[src/rtl/root_job_arbiter_if.sv]
// Requester-side bundle for root_job_arbiter: job requests, one-hot accept, result pulse and busy.
interface root_job_arbiter_if #(
  parameter int unsigned NUM_REQ = 4
);
  logic [NUM_REQ-1:0]    req_valid;
  logic [NUM_REQ-1:0]    req_ready;
  logic [NUM_REQ*10-1:0] req_base;
  logic [NUM_REQ*3-1:0]  req_exp;
  logic [NUM_REQ-1:0]    rsp_valid;
  logic [19:0]           rsp_data;
  logic                  rsp_err;
  logic                  busy;

  modport master (
    output req_valid, req_base, req_exp,
    input  req_ready, rsp_valid, rsp_data, rsp_err, busy
  );

  modport slave (
    input  req_valid, req_base, req_exp,
    output req_ready, rsp_valid, rsp_data, rsp_err, busy
  );
endinterface

[src/rtl/root_job_arbiter.sv]
// Round-robin sharing of one Q10.10 k-th root engine among NUM_REQ requesters, one job in flight.
// Optional engine watchdog enabled by defining ROOT_ARB_WATCHDOG_EN.
module root_job_arbiter #(
  parameter int unsigned NUM_REQ     = 4,
  parameter int unsigned TIMEOUT_CYC = 255
) (
  input  logic              clk,
  input  logic              rst_n,
  root_job_arbiter_if.slave req_if,
  output logic              eng_in_valid,
  output logic [9:0]        eng_in_data_1,
  output logic [2:0]        eng_in_data_2,
  input  logic              eng_out_valid,
  input  logic [19:0]       eng_out_data,
  output logic              eng_rst_n
);
  localparam int unsigned PtrW = (NUM_REQ > 1) ? $clog2(NUM_REQ) : 1;

  localparam logic [1:0] StIdle  = 2'd0;
  localparam logic [1:0] StIssue = 2'd1;
  localparam logic [1:0] StWait  = 2'd2;
  localparam logic [1:0] StResp  = 2'd3;

  logic [1:0]      state_q, state_d;
  logic [PtrW-1:0] rr_q, rr_d;
  logic [PtrW-1:0] owner_q, owner_d;
  logic [9:0]      base_q, base_d;
  logic [2:0]      exp_q, exp_d;
  logic [19:0]     data_q, data_d;

  logic            grant_any;
  logic [PtrW-1:0] grant_idx;
  logic [9:0]      grant_base;
  logic [2:0]      grant_exp;

`ifdef ROOT_ARB_WATCHDOG_EN
  logic [8:0] wd_q, wd_d;
  logic       abort_q, abort_d;
  logic       err_q, err_d;
`else
  logic unused_timeout;
  assign unused_timeout = ^TIMEOUT_CYC;
`endif

  // Search starts just past the last owner so every requester gets a turn.
  always_comb begin
    logic [PtrW-1:0] idx;
    grant_any  = 1'b0;
    grant_idx  = '0;
    grant_base = '0;
    grant_exp  = '0;
    idx        = '0;
    for (int unsigned k = 1; k <= NUM_REQ; k++) begin
      idx = PtrW'((32'(rr_q) + k) % NUM_REQ);
      if (!grant_any && req_if.req_valid[idx]) begin
        grant_any = 1'b1;
        grant_idx = idx;
      end
    end
    for (int i = 0; i < int'(NUM_REQ); i++) begin
      if (grant_idx == PtrW'(i)) begin
        grant_base = req_if.req_base[10*i +: 10];
        grant_exp  = req_if.req_exp[3*i +: 3];
      end
    end
  end

  always_comb begin
    state_d = state_q;
    rr_d    = rr_q;
    owner_d = owner_q;
    base_d  = base_q;
    exp_d   = exp_q;
    data_d  = data_q;
`ifdef ROOT_ARB_WATCHDOG_EN
    wd_d    = wd_q;
    abort_d = 1'b0;
    err_d   = err_q;
`endif
    case (state_q)
      StIdle: begin
        if (grant_any) begin
          owner_d = grant_idx;
          rr_d    = grant_idx;
          base_d  = grant_base;
          exp_d   = grant_exp;
`ifdef ROOT_ARB_WATCHDOG_EN
          err_d   = 1'b0;
`endif
          if (grant_exp != 3'd0) begin
            state_d = StIssue;
          end else begin
            state_d = StResp;
            data_d  = 20'h00400;
          end
        end
      end
      StIssue: begin
        state_d = StWait;
`ifdef ROOT_ARB_WATCHDOG_EN
        wd_d    = '0;
`endif
      end
      StWait: begin
        // A result arriving on the timeout cycle still wins.
        if (eng_out_valid) begin
          state_d = StResp;
          data_d  = eng_out_data;
        end
`ifdef ROOT_ARB_WATCHDOG_EN
        else if (wd_q == 9'(TIMEOUT_CYC - 1)) begin
          state_d = StResp;
          data_d  = '0;
          err_d   = 1'b1;
          abort_d = 1'b1;
        end else begin
          wd_d = wd_q + 9'd1;
        end
`endif
      end
      default: state_d = StIdle;
    endcase
  end

  always_ff @(posedge clk) begin
    if (!rst_n) begin
      state_q <= StIdle;
      rr_q    <= PtrW'(NUM_REQ - 1);
      owner_q <= '0;
      base_q  <= '0;
      exp_q   <= '0;
      data_q  <= '0;
`ifdef ROOT_ARB_WATCHDOG_EN
      wd_q    <= '0;
      abort_q <= 1'b0;
      err_q   <= 1'b0;
`endif
    end else begin
      state_q <= state_d;
      rr_q    <= rr_d;
      owner_q <= owner_d;
      base_q  <= base_d;
      exp_q   <= exp_d;
      data_q  <= data_d;
`ifdef ROOT_ARB_WATCHDOG_EN
      wd_q    <= wd_d;
      abort_q <= abort_d;
      err_q   <= err_d;
`endif
    end
  end

  always_comb begin
    req_if.req_ready = '0;
    req_if.rsp_valid = '0;
    for (int i = 0; i < int'(NUM_REQ); i++) begin
      if (rst_n && state_q == StIdle && grant_any && grant_idx == PtrW'(i)) begin
        req_if.req_ready[i] = 1'b1;
      end
      if (state_q == StResp && owner_q == PtrW'(i)) begin
        req_if.rsp_valid[i] = 1'b1;
      end
    end
  end

  assign req_if.rsp_data = data_q;
  assign req_if.busy     = (state_q != StIdle);
  assign eng_in_valid    = (state_q == StIssue);
  assign eng_in_data_1   = base_q;
  assign eng_in_data_2   = exp_q;

`ifdef ROOT_ARB_WATCHDOG_EN
  assign req_if.rsp_err = err_q;
  assign eng_rst_n      = rst_n & ~abort_q;
`else
  assign req_if.rsp_err = 1'b0;
  assign eng_rst_n      = rst_n;
`endif
endmodule

[src/flat_wrapper.sv]
// flat-port wrapper written by rule: the top's interface ports become plain ports
module root_job_arbiter_flat 
#(
  parameter int unsigned NUM_REQ     = 4,
  parameter int unsigned TIMEOUT_CYC = 255
)
  (clk, rst_n, eng_in_valid, eng_in_data_1, eng_in_data_2, eng_out_valid, eng_out_data, eng_rst_n, req_if_req_valid, req_if_req_base, req_if_req_exp, req_if_req_ready, req_if_rsp_valid, req_if_rsp_data, req_if_rsp_err, req_if_busy);
  root_job_arbiter_if #(.NUM_REQ(NUM_REQ)) req_if_i ();
  input  logic clk;
  input  logic rst_n;
  output logic eng_in_valid;
  output logic [9:0] eng_in_data_1;
  output logic [2:0] eng_in_data_2;
  input  logic eng_out_valid;
  input  logic [19:0] eng_out_data;
  output logic eng_rst_n;
  input wire logic [$bits(req_if_i.req_valid)-1:0] req_if_req_valid;
  input wire logic [$bits(req_if_i.req_base)-1:0] req_if_req_base;
  input wire logic [$bits(req_if_i.req_exp)-1:0] req_if_req_exp;
  output wire logic [$bits(req_if_i.req_ready)-1:0] req_if_req_ready;
  output wire logic [$bits(req_if_i.rsp_valid)-1:0] req_if_rsp_valid;
  output wire logic [$bits(req_if_i.rsp_data)-1:0] req_if_rsp_data;
  output wire logic [$bits(req_if_i.rsp_err)-1:0] req_if_rsp_err;
  output wire logic [$bits(req_if_i.busy)-1:0] req_if_busy;
  assign req_if_i.req_valid = req_if_req_valid;
  assign req_if_i.req_base = req_if_req_base;
  assign req_if_i.req_exp = req_if_req_exp;
  assign req_if_req_ready = req_if_i.req_ready;
  assign req_if_rsp_valid = req_if_i.rsp_valid;
  assign req_if_rsp_data = req_if_i.rsp_data;
  assign req_if_rsp_err = req_if_i.rsp_err;
  assign req_if_busy = req_if_i.busy;
  root_job_arbiter #(.NUM_REQ(NUM_REQ), .TIMEOUT_CYC(TIMEOUT_CYC)) u_core (.clk(clk), .rst_n(rst_n), .req_if(req_if_i), .eng_in_valid(eng_in_valid), .eng_in_data_1(eng_in_data_1), .eng_in_data_2(eng_in_data_2), .eng_out_valid(eng_out_valid), .eng_out_data(eng_out_data), .eng_rst_n(eng_rst_n));
endmodule
[config.mk]
export PLATFORM = sky130hd
export DESIGN_NAME = root_job_arbiter_flat
export DESIGN_NICKNAME = d
export VERILOG_FILES = /design/src/rtl/root_job_arbiter_if.sv /design/src/rtl/root_job_arbiter.sv /design/src/flat_wrapper.sv
export SDC_FILE = /design/constraint.sdc
export NUM_CORES = 1
export LEC_CHECK = 0
export BUFFER_PORTS_ARGS = -buffer_cell sky130_fd_sc_hd__buf_2
export CORE_UTILIZATION = 45
export DETAILED_ROUTE_END_ITERATION = 12
export GPL_TIMING_DRIVEN = 0
export PLACE_DENSITY = 0.81
export SYNTH_ARGS = -nofsm -noshare
export SYNTH_HDL_FRONTEND = slang
export SYNTH_SLANG_ARGS = --single-unit
[constraint.sdc]
create_clock -name clk -period 2.6 [get_ports clk]
set_clock_uncertainty 0.15 [all_clocks]
set_input_delay 0.52 -clock clk [delete_from_list [all_inputs] [get_ports clk]]
set_output_delay 0.52 -clock clk [all_outputs]
set_load 0.005 [all_outputs]
Word-level counts from Yosys, hierarchy flattened
Cells that the tools add are included.
{ "totals": {"reg_bits": 39, "in_bits": 79, "output_inout_bits": 45, "elab_cells": 91} }
{ "classes": {"reduce_logical": 25, "mux": 40, "n_lt_le_gt_ge": 4, "eq_ne": 12, "n_addsub": 4} }
{ "op_table": {"columns": ["op", "n"], "rows": [
  ["2-to-1 mux 20 bit", 3],
  ["2-to-1 mux 10 bit", 4],
  ["one-hot mux 20 bit (2 select lines)", 1],
  ["2-to-1 mux 1 bit", 16],
  ["2-to-1 mux 2 bit", 7],
  ["logical AND 1 bit", 13],
  ["equality test 2 bit, second input constant", 6],
  ["< comparator 2 x 3 -> 1 bit, second input constant", 4],
  ["2-to-1 mux 3 bit", 4],
  ["binary-select mux 1 bit (select 2 bit)", 4],
  ["equality test 2 x 1 -> 1 bit, second input constant", 3],
  ["logical NOT 2 bit", 3],
  ["one-hot mux 2 bit (3 select lines)", 1],
  ["adder 2 x 1 -> 2 bit, second input constant", 2],
  ["adder 2 bit, second input constant", 2],
  ["!= test 2 bit, second input constant", 2],
  ["AND reduction 2 bit", 2],
  ["AND reduction 4 bit", 1],
  ["nonzero test 2 bit", 2],
  ["logical NOT 1 bit", 3],
  ["nonzero test 3 bit", 1],
  ["!= test 2 x 1 -> 1 bit, second input constant", 1]
]} }

Depth between registers and ports, before layout
Gate-level depths: netlist of run 1.
{ "depth": {"depth_word": 22, "ltp_mapped": 9, "mapped_depth_nobuf": 8} }

Worst setup path before layout of run 1
No wires, ideal clock.
{ "synth_timing": {"path_kind": "input-to-output", "startpoint": "in req_if_req_valid[3]", "endpoint": "out req_if_req_ready[0]", "path_buffers": 1, "arrival_time_ns": 1.670, "slack_ns": 0.260, "t_required_ns": 1.930, "path_stages": 5, "cell_sequence": "and2b_1 -> o21a_1 -> nor3_2 -> buf_2 -> nor3b_1"} }
{ "synth_via": {"elab_chain_len": 15, "elab_cells_between_ends": 26, "classes_between": "17 x mux; 9 x reduce/logical"} }
{ "synth_rtl": {"columns": ["element", "line_no", "rtl"], "rows": [
  ["from (decl)", "flat_wrapper.sv:17", "input wire logic [$bits(req_if_i.req_valid)-1:0] req_if_req_valid;"],
  ["binary-select mux 1 bit (select 2 bit)", "root_job_arbiter.sv:55", "if (!grant_any && req_if.req_valid[idx]) begin"],
  ["2-to-1 mux 1 bit (not written as such)", "root_job_arbiter.sv:55", null],
  ["2-to-1 mux 1 bit", "root_job_arbiter.sv:55", null],
  ["logical NOT 1 bit", "root_job_arbiter.sv:55", null],
  ["logical AND 1 bit", "root_job_arbiter.sv:55", null],
  ["2-to-1 mux 1 bit", "root_job_arbiter.sv:55", null],
  ["logical NOT 1 bit", "root_job_arbiter.sv:55", null],
  ["logical AND 1 bit", "root_job_arbiter.sv:55", null],
  ["2-to-1 mux 1 bit", "root_job_arbiter.sv:55", null],
  ["logical NOT 1 bit", "root_job_arbiter.sv:55", null],
  ["logical AND 1 bit", "root_job_arbiter.sv:55", null],
  ["2-to-1 mux 2 bit or 2-to-1 mux 1 bit (tied branches)", "root_job_arbiter.sv:55", null],
  ["logical NOT 2 bit or logical AND 1 bit (tied branches)", "root_job_arbiter.sv:157", "if (rst_n && state_q == StIdle && grant_any && grant_idx == PtrW'(i)) begin"],
  ["logical AND 1 bit *", "root_job_arbiter.sv:157", null],
  ["2-to-1 mux 1 bit *", "root_job_arbiter.sv:157", null],
  ["to (decl)", "flat_wrapper.sv:20", "output wire logic [$bits(req_if_i.req_ready)-1:0] req_if_req_ready;"]
]} }
Every way passes the cells marked *; elsewhere a longest branch is shown, timed or not. The select of a mux whose other input is x is not followed.

Final worst setup path of run 1
{ "layout_timing": {"startpoint": "reg u_core.state_q[1]", "endpoint": "out req_if_req_ready[3]"} }
{ "layout_via": {"elab_chain_len": 5} }
{ "layout_rtl": {"columns": ["element", "line_no", "rtl"], "rows": [
  ["from (decl)", "root_job_arbiter.sv:24", "logic [1:0] state_q, state_d;"],
  ["from (signal assigned)", "root_job_arbiter.sv:127", "state_q <= StIdle;"],
  ["from (signal assigned)", "root_job_arbiter.sv:139", "state_q <= state_d;"],
  ["logical NOT 2 bit", "root_job_arbiter.sv:157", null],
  ["logical AND 1 bit (3 in series)", "root_job_arbiter.sv:157", null],
  ["2-to-1 mux 1 bit", "root_job_arbiter.sv:157", null]
]} }
Every way passes these cells.

==> impl_metrics.py, run 1 <==
metrics = {
    "pwr": {
        "power.density_nw_per_um2": 992,
        "total_power_uw": 3130,
        "p_leak_uw": 0.00151,
        "ir_drop_uv": 514,
    },
    "yosys": {
        "syn_area_per_cell_um2": 8.48,
        "ys_warn_count": 0,
        "synthTopCellsByArea": "dfxtp_1 (35%), mux2i_1 (15%), nand2_1 (13%)",
        "synth_top_area_share_pct": 34.7,
        "netlist_instances": 265,
        "synth_area_um2": 2250,
        "synth_fp_nets": 348,
        "synthArstFlopShare_pct": 0,
        "ys_ff_latch": 39,
        "yosysMostFrequentCell": "nand2_1",
        "synth-edff-count": 0,
        "synthTopCellsByCount": "nand2_1 (75), dfxtp_1 (39), mux2i_1 (34)",
        "dominantRegCellSynth": "dfxtp_1",
        "yosysSeqAreaShare_pct": 34.7,
        "synth_top_cell_by_area": "dfxtp_1",
        "ys_types": 36,
    },
    "cts": {
        "cts_root_buf": "clkbuf_8",
        "cts_tree": "yes",
        "clock_sink_count": 39,
        "clk_latency_ns": 0.29,
        "cts-hold-fix-buffers": 0,
        "clk_pin_slew_ns": 0.08,
        "h-tree-depth": 2,
        "numCtsBuffers": 5,
        "clk_path_buf_depth": 2,
    },
    "worst_setup_path": {
        "critPathCaptureType": "primary output",
        "path_class": "flop to primary output",
        "critPathLaunchType": "flop",
        "critPathMaxFanout": 10,
        "worst_ep_arrival_time_ns": 1.85,
        "crit_required_ns": 1.93,
    },
    "finish": {
        "n_antenna_cell": 0,
        "fin_nets": 479,
        "nFillCells": 420,
        "final_core_utilization_pct": 66.3,
        "syn_to_final_growth_pct": 40.3,
        "drive_gt1_share_pct": 41.8,
        "multi_input_area_um2": 1380,
        "seqCellArea_um2": 781,
    },
    "timing": {
        "final_max_slew_viol_count": 0,
        "clock.fmax_mhz": 398,
        "period_needed_ns": 2.52,
        "setup_viol": 0,
        "post-route-period-util_pct": 96.7,
        "hold_viol": 0,
        "worst_slew_pin_slew_ns": 0.515,
        "relSlewSlack_pct": 65.4,
    },
    "drt": {
        "ant_nets": 0,
        "wl_met3_um": 302,
        "drc": 0,
        "wl_met1_um": 2660,
        "drt_iter0_drc": 107,
        "avgViaCountPerCell": 5.07,
        "routed_wl_um": 6320,
        "wl_per_cell_um": 13.6,
        "firstDrtPassIters": 4,
        "routed.top_layer": "met4",
        "wl_met2_um": 3230,
        "dr_total_vias": 2352,
    },
    "die": {
        "die_x_um": 72.7,
        "ios": 124,
        "placement_rows": 25,
        "core_um2": 4750,
        "initial_utilization_pct": 47.3,
        "dieArea_um2": 5280,
        "die_h_um": 72.7,
    },
    "grt": {
        "grt_max_degree": 13,
        "track_usage_pct": 23.4,
        "grt_pass1_vias": 2174,
        "grt-ovfl-total": 0,
        "antenna_found_initial": 0,
        "grt_pass1_wl_um": 9650,
    },
    "placement": {
        "gp_congestion": 0.895,
        "place.detailed.hpwl_um": 4780,
        "portBuffers": 121,
    },
    "worst_hold_path": {
        "hold_path.class": "flop to flop",
    },
    "run_status": {
        "status": "complete, no violations",
    },
    "run": {
        "max_cap_violations": 0,
    },
}
==> sequential cells by signal, indices dropped and copies added (netlist names) <==
register                cells
u_core.eng_in_data_1       10
u_core.eng_in_data_2        3
u_core.owner_q              2
u_core.req_if.rsp_data     20
u_core.rr_q                 2
u_core.state_q              2
==> through the flow <==
step / std cells / hold WS (ns) / setup WS [ns] / TNS [ns] / cell area (um2)
after floorplan: 265 / 0.301 / 0.260 / 0 / 2250
after global placement: 453 / 0.290 / -0.112 / -0.202 / 2940
after detailed placement: 453 / 0.300 / -0.130 / -0.317 / 2940
after CTS: 461 / 0.306 / 0.0236 / 0 / 3090
after global routing: 464 / 0.305 / -0.0309 / -0.0562 / 3150
final: 464 / 0.310 / 0.0847 / 0 / 3150
==> where the power goes <==
part,internal [uW],leakage [uW],total [uW],switching [uW]
Combinational,792,0.00113,1670,877
Sequential,761,0.000319,861,100
Clock,384,0.0000654,596,212
Total,1940,0.00151,3130,1190
==> area by class of cell <==
cell class | count | area share (%)
Multi-Input combinational cell | 201 | 43.7
Sequential cell | 39 | 24.8
Clock inverter | 2 | 1.91
Timing Repair Buffer | 124 | 19.9
Buffer | 21 | 4.25
Clock buffer | 6 | 2.30
Tap cell | 67 | 2.66
Inverter | 4 | 0.476
==> logic make-up (layout without fill, tap and decap cells) <==
family	Yosys count	count (layout)	share of synthesized area, %
AND/OR/NAND/NOR	106	106	20.8
multiplexers	49	49	23.0
AO/OA/AOI/OAI	41	41	13.2
flip-flops	39	39	34.7
buffers and inverters	25	157	5.85
adder cells (fa/ha/maj)	4	4	2.23
other	1	1	0.167
==> layer usage <==
metal | vias up | track usage [%]
met5 | - | 0
met4 | 0 | 8.50
met3 | 15 | 5.25
met2 | 68 | 40.6
met1 | 1104 | 28.4
li1 | 1165 | -
==> critical path, stage by stage, from the launching register on <==
cell and delay (ns):
dfxtp_1 0.35, inv_1 0.12, ha_4 0.18, inv_1 0.11, nor2_4 0.16, buf_8 0.15
nand2_1 0.12, nor3b_2 0.23, buf_2 0.14
==> cells in the final DEF, fill, tap and decap left out, types with 2 or more instances in the layout <==
master,count
a21boi_0,14
a21oi_1,3
buf_2,126
buf_4,5
buf_6,4
bufinv_16,2
clkbuf_1,10
clkbuf_8,5
dfxtp_1,39
ha_1,3
inv_1,3
mux2_2,13
mux2_4,2
mux2i_1,34
nand2_1,75
nand2b_1,4
nand3_1,2
nor2_1,4
nor2b_1,2
nor3_1,6
nor3b_2,2
o211ai_1,13
o21ai_0,6
==> path summary, 6_finish.rpt <==
check | end | start | slack, ns | cells past startpoint
setup / recovery | req_if_req_ready[3] | u_core.state_q[1]$_SDFFE_PN0P_ | 0.08 | 8
setup reg to reg | u_core.eng_in_data_1[4]$_SDFFE_PN0P_ | u_core.rr_q[0]$_SDFFE_PN1P_ | 0.39 | 8
hold reg to reg | u_core.req_if.rsp_data[5]$_SDFFE_PN0P_ | u_core.req_if.rsp_data[5]$_SDFFE_PN0P_ | 0.31 | 2
hold / removal | u_core.req_if.rsp_data[5]$_SDFFE_PN0P_ | u_core.req_if.rsp_data[5]$_SDFFE_PN0P_ | 0.31 | 2
==> repair_timing <==
| item | in CTS | in global routing |
|---|---|---|
| pin swaps | 1 | 1 |
| gates resized for setup | 7 | 8 |
| setup buffers | 0 | 3 |
| endpoints found under the setup margin | 4 | 4 |
(Power assumes the default switching activity.)
==> run 2, diff against run 1 <==
- CORE_UTILIZATION: 45 -> 48
- PLACE_DENSITY: 0.81 -> 0.86
- clock period: 2.6 -> 3 ns (I/O delays scaled with it)
==> impl_metrics.py, run 2 (same netlist as run 1, synthesis figures left out) <==
metrics = {
    "grt": {
        "track_usage_pct": 24.7,
        "grt_pass1_wl_um": 10100,
        "grt_max_degree": 12,
        "grt_pass1_vias": 2338,
        "grt-ovfl-total": 0,
        "antenna_found_initial": 0,
    },
    "worst_hold_path": {
        "hp-start": "u_core.req_if.rsp_data[14]$_SDFFE_PN0P_",
        "hold_path.class": "flop to flop",
    },
    "drt": {
        "drc": 0,
        "avgViaCountPerCell": 5.24,
        "firstDrtPassIters": 4,
        "routed_wl_um": 6290,
        "wl_per_cell_um": 14.1,
        "ant_nets": 0,
        "dr_total_vias": 2330,
        "drt_iter0_drc": 87,
    },
    "cts": {
        "postCtsSetupBuffers": 0,
        "cts-hold-fix-buffers": 0,
        "clk_latency_ns": 0.28,
        "cts_tree": "yes",
        "clk_path_buf_depth": 2,
        "clk_pin_slew_ns": 0.07,
        "clock_sink_count": 39,
        "numCtsBuffers": 5,
        "h-tree-depth": 2,
        "cts_root_buf": "clkbuf_8",
        "cts_resized": 0,
    },
    "worst_setup_path": {
        "cp_cell_sequence": "buf_2 > and2b_1 > o21a_1 > nor3_4 > buf_2 > nor3b_1 > buf_2",
        "critical_path_buf_inv_count": 3,
        "critical-path-top-delay-family": "simple AND/OR/NAND/NOR gates",
        "slowest_stage": "nor3_4",
        "worst_ep_arrival_time_ns": 2.07,
        "critPathMaxFanout": 10,
        "critPathCaptureType": "primary output",
        "critPathLaunchType": "input pin",
        "path_class": "input pin to primary output",
        "cp-startpoint": "req_if_req_valid[3]",
        "r2r-start": "u_core.rr_q[0]$_SDFFE_PN1P_",
        "crit_path_frequent_cell": "buf_2",
        "critical-path-max-stage-delay_ns": 0.34,
        "crit_required_ns": 2.25,
    },
    "run_status": {
        "status": "complete, no violations",
    },
    "finish": {
        "fin_nets": 476,
        "nFillCells": 382,
        "final_common_cell": "buf_2",
        "syn_to_final_growth_pct": 34.1,
        "n_antenna_cell": 0,
        "largest_reg_flops": 20,
        "final_area_um2": 3010,
        "final_cell_mix": "buf_2 (127), nand2_1 (75), dfxtp_1 (39)",
        "drive_gt1_share_pct": 39.9,
    },
    "timing": {
        "rsz0062_at_grt": "no",
        "relSlewSlack_pct": 66.0,
        "tns_ns": 0,
        "whs_ns": 0.306,
        "setup_viol": 0,
        "worst_slew_pin_slew_ns": 0.505,
        "hold_viol": 0,
        "period_needed_ns": 2.82,
        "clock.fmax_mhz": 354,
        "setup_slack_ns": 0.178,
        "post-route-period-util_pct": 94.1,
        "final_max_slew_viol_count": 0,
    },
    "pwr": {
        "power.density_nw_per_um2": 811,
        "ir_drop_uv": 610,
        "p_leak_uw": 0.00147,
        "total_power_uw": 2440,
    },
    "die": {
        "placement_rows": 24,
        "ios": 124,
        "initial_utilization_pct": 50.9,
        "core_um2": 4410,
        "die_h_um": 70.4,
        "dieArea_um2": 4960,
        "die_x_um": 70.4,
    },
    "placement": {
        "place.detailed.hpwl_um": 4950,
        "gp_congestion": 0.853,
        "placement.cell_area_um2": 2920,
        "place_ws_ns": 0.0600,
        "portBuffers": 121,
    },
    "run": {
        "max_cap_violations": 0,
    },
}
## run 2: worst paths after layout
check                                                          endpoint  slack [ns]  depth (start not counted)
worst max-delay path                                req_if_req_ready[0]        0.18                          7
worst min-delay path            u_core.req_if.rsp_data[14]$_SDFFE_PN0P_        0.31                          2
worst max register to register     u_core.eng_in_data_1[7]$_SDFFE_PN0P_        0.85                          7
worst min register to register  u_core.req_if.rsp_data[14]$_SDFFE_PN0P_        0.31                          2
## run 2: tightest hold or removal path, cell delays in order, from the launching register on
cell and delay (ns):
dfxtp_1 0.31, nand2_1 0.05, mux2i_1 0.05
## run 2: area by class of cell
class	instances	area [um2]	area share, %
well taps	52	65.1	2.16
repair buffers	121	606	20.1
plain buffers	21	118	3.90
clock buffers	6	82.6	2.74
multi-input cells	201	1340	44.5
flip-flops and latches	39	781	25.9
inverters	4	15.0	0.498
clock inverters	1	5.00	0.166
## run 2: stage by stage
step / instances / utilization [%]
2_1_floorplan: 265 / -
3_3_place_gp: 438 / 66.1
3_5_place_dp: 438 / 66.1
4_1_cts: 445 / 68.1
5_1_grt: 445 / 68.3
6_report: 445 / 68.3
## run 2: metal layers
layer / wire, um / global-route usage (%)
met1: 2650 / 30.1
met2: 3270 / 44.0
met3: 243 / 3.61
met4: 114 / 7.78
met5: 0 / 0
## run 2: power breakdown
part | total, uW | internal, uW | switching (uW) | leakage [uW]
Sequential | 750 | 659 | 90.6 | 0.000319
Clock | 356 | 181 | 175 | 0.0000470
Combinational | 1340 | 615 | 722 | 0.00110
==> run 3, diff against run 2 <==
- CORE_MARGIN: default -> 2
==> impl_metrics.py, run 3 (same netlist as run 1, synthesis figures left out) <==
metrics = {
    "die": {
        "ios": 124,
        "die_x_um": 72.4,
        "dieArea_um2": 5240,
        "placement_rows": 24,
        "die_h_um": 72.4,
        "core_um2": 4440,
        "initial_utilization_pct": 50.6,
    },
    "cts": {
        "clk_pin_slew_ns": 0.09,
        "cts-hold-fix-buffers": 0,
        "cts_root_buf": "clkbuf_8",
        "postCtsSetupBuffers": 0,
        "numCtsBuffers": 5,
        "clk_latency_ns": 0.30,
        "clock_sink_count": 39,
        "cts_tree": "yes",
        "h-tree-depth": 2,
        "clk_path_buf_depth": 2,
    },
    "worst_setup_path": {
        "critPathLaunchType": "input pin",
        "critical-path-max-stage-delay_ns": 0.34,
        "worst_ep_arrival_time_ns": 2.08,
        "r2r-start": "u_core.rr_q[0]$_SDFFE_PN1P_",
        "cp_cell_sequence": "buf_2 > and2b_1 > o21a_1 > nor3_4 > buf_2 > nor3b_1 > buf_2",
        "crit_path_frequent_cell": "buf_2",
        "rr_worst_depth": 7,
        "crit_required_ns": 2.25,
        "critPathMaxFanout": 10,
        "slowest_stage": "nor3_4",
        "reg2reg_to": "u_core.eng_in_data_1[5]$_SDFFE_PN0P_",
        "path_class": "input pin to primary output",
        "rrSetupSlack_ns": 0.86,
        "critPathCaptureType": "primary output",
    },
    "pwr": {
        "ir_drop_uv": 506,
        "power.density_nw_per_um2": 829,
        "total_power_uw": 2520,
        "p_leak_uw": 0.00148,
    },
    "finish": {
        "drive_gt1_share_pct": 40.1,
        "syn_to_final_growth_pct": 35.2,
        "n_antenna_cell": 0,
        "final_common_cell": "buf_2",
        "final_cell_mix": "buf_2 (127), nand2_1 (75), dfxtp_1 (39)",
        "final_area_um2": 3040,
        "fin_nets": 476,
        "largest_reg_flops": 20,
    },
    "run": {
        "max_cap_violations": 0,
    },
    "worst_hold_path": {
        "hold_depth": 2,
        "min_to": "u_core.req_if.rsp_data[17]$_SDFFE_PN0P_",
        "hp-start": "u_core.req_if.rsp_data[17]$_SDFFE_PN0P_",
        "hold_path.class": "flop to flop",
    },
    "timing": {
        "setup_viol": 0,
        "whs_ns": 0.307,
        "post-route-period-util_pct": 94.2,
        "tns_ns": 0,
        "period_needed_ns": 2.83,
        "final_max_slew_viol_count": 0,
        "worst_slew_pin_slew_ns": 0.562,
        "setup_slack_ns": 0.175,
        "clock.fmax_mhz": 354,
        "rsz0062_at_grt": "no",
        "relSlewSlack_pct": 62.2,
        "hold_viol": 0,
    },
    "drt": {
        "wl_per_cell_um": 13.9,
        "firstDrtPassIters": 4,
        "dr_total_vias": 2341,
        "avgViaCountPerCell": 5.25,
        "drt_iter0_drc": 75,
        "drc": 0,
        "routed_wl_um": 6220,
        "ant_nets": 0,
    },
    "placement": {
        "gp_congestion": 0.957,
        "place_ws_ns": 0.100,
        "portBuffers": 121,
        "place.detailed.hpwl_um": 4830,
        "placement.cell_area_um2": 2920,
    },
    "run_status": {
        "status": "complete, no violations",
    },
    "grt": {
        "track_usage_pct": 24.1,
        "antenna_found_initial": 0,
        "grt-ovfl-total": 0,
        "grt_max_degree": 14,
        "grt_pass1_wl_um": 9960,
        "grt_pass1_vias": 2173,
    },
}
-- run 3: where the power goes --
| group | internal, uW | switching, uW | leakage, uW |
|---|---|---|---|
| registers | 659 | 82.1 | 0.000319 |
| clock network | 248 | 196 | 0.0000581 |
| logic | 616 | 717 | 0.00110 |
-- run 3: worst max path at each step --
stage                              startpoint             endpoint  slack, ns  cells after the start
after floorplan           req_if_req_valid[3]  req_if_req_ready[0]       0.50                      5
after global placement    req_if_req_valid[3]  req_if_req_ready[0]       0.13                      7
after detailed placement  req_if_req_valid[3]  req_if_req_ready[0]       0.10                      7
after CTS                 req_if_req_valid[3]  req_if_req_ready[0]       0.07                      7
after global routing      req_if_req_valid[3]  req_if_req_ready[0]       0.08                      7
final                     req_if_req_valid[3]  req_if_req_ready[0]       0.17                      7
-- run 3: final cells by class --
| cell class | instances | area, um2 |
|---|---|---|
| fillers | 384 | 1410 |
| clock buffers | 5 | 68.8 |
| multi-input cells | 201 | 1340 |
| plain buffers | 21 | 118 |
| well taps | 52 | 65.1 |
| repair buffers | 121 | 606 |
| inverters | 4 | 15.0 |
| flip-flops and latches | 39 | 781 |
| clock inverters | 3 | 43.8 |
-- run 3: what timing repair did --
action                     4_1_cts  5_1_grt
gates resized for setup          0        3
hold endpoints to repair         0        0
setup endpoints to repair        0        4
-- run 3: routing by layer --
layer / GRT usage [%] / up-vias / part of all wire [%] / routed length (um)
met5: 0 / - / 0 / 0
met4: 8.02 / 0 / 1.9 / 117
met3: 5.97 / 12 / 5.4 / 334
met2: 40.3 / 64 / 50 / 3140
met1: 30.4 / 1101 / 42 / 2630
li1: - / 1164 / - / -
-- run 3: metrics by stage --
step,utilization (%),cells
final,68.4,446
after global routing,68.4,446
after CTS,68.2,446
after detailed placement,65.7,438
after global placement,65.7,438
after floorplan,-,265
-- run 3: worst max-delay path, delay by kind of cell --
kind | cells | cell delay [ns]
AOI/OAI and AO/OA | 1 | 0.21
buffers and inverters | 3 | 0.55
and+or+nand+nor | 3 | 0.70
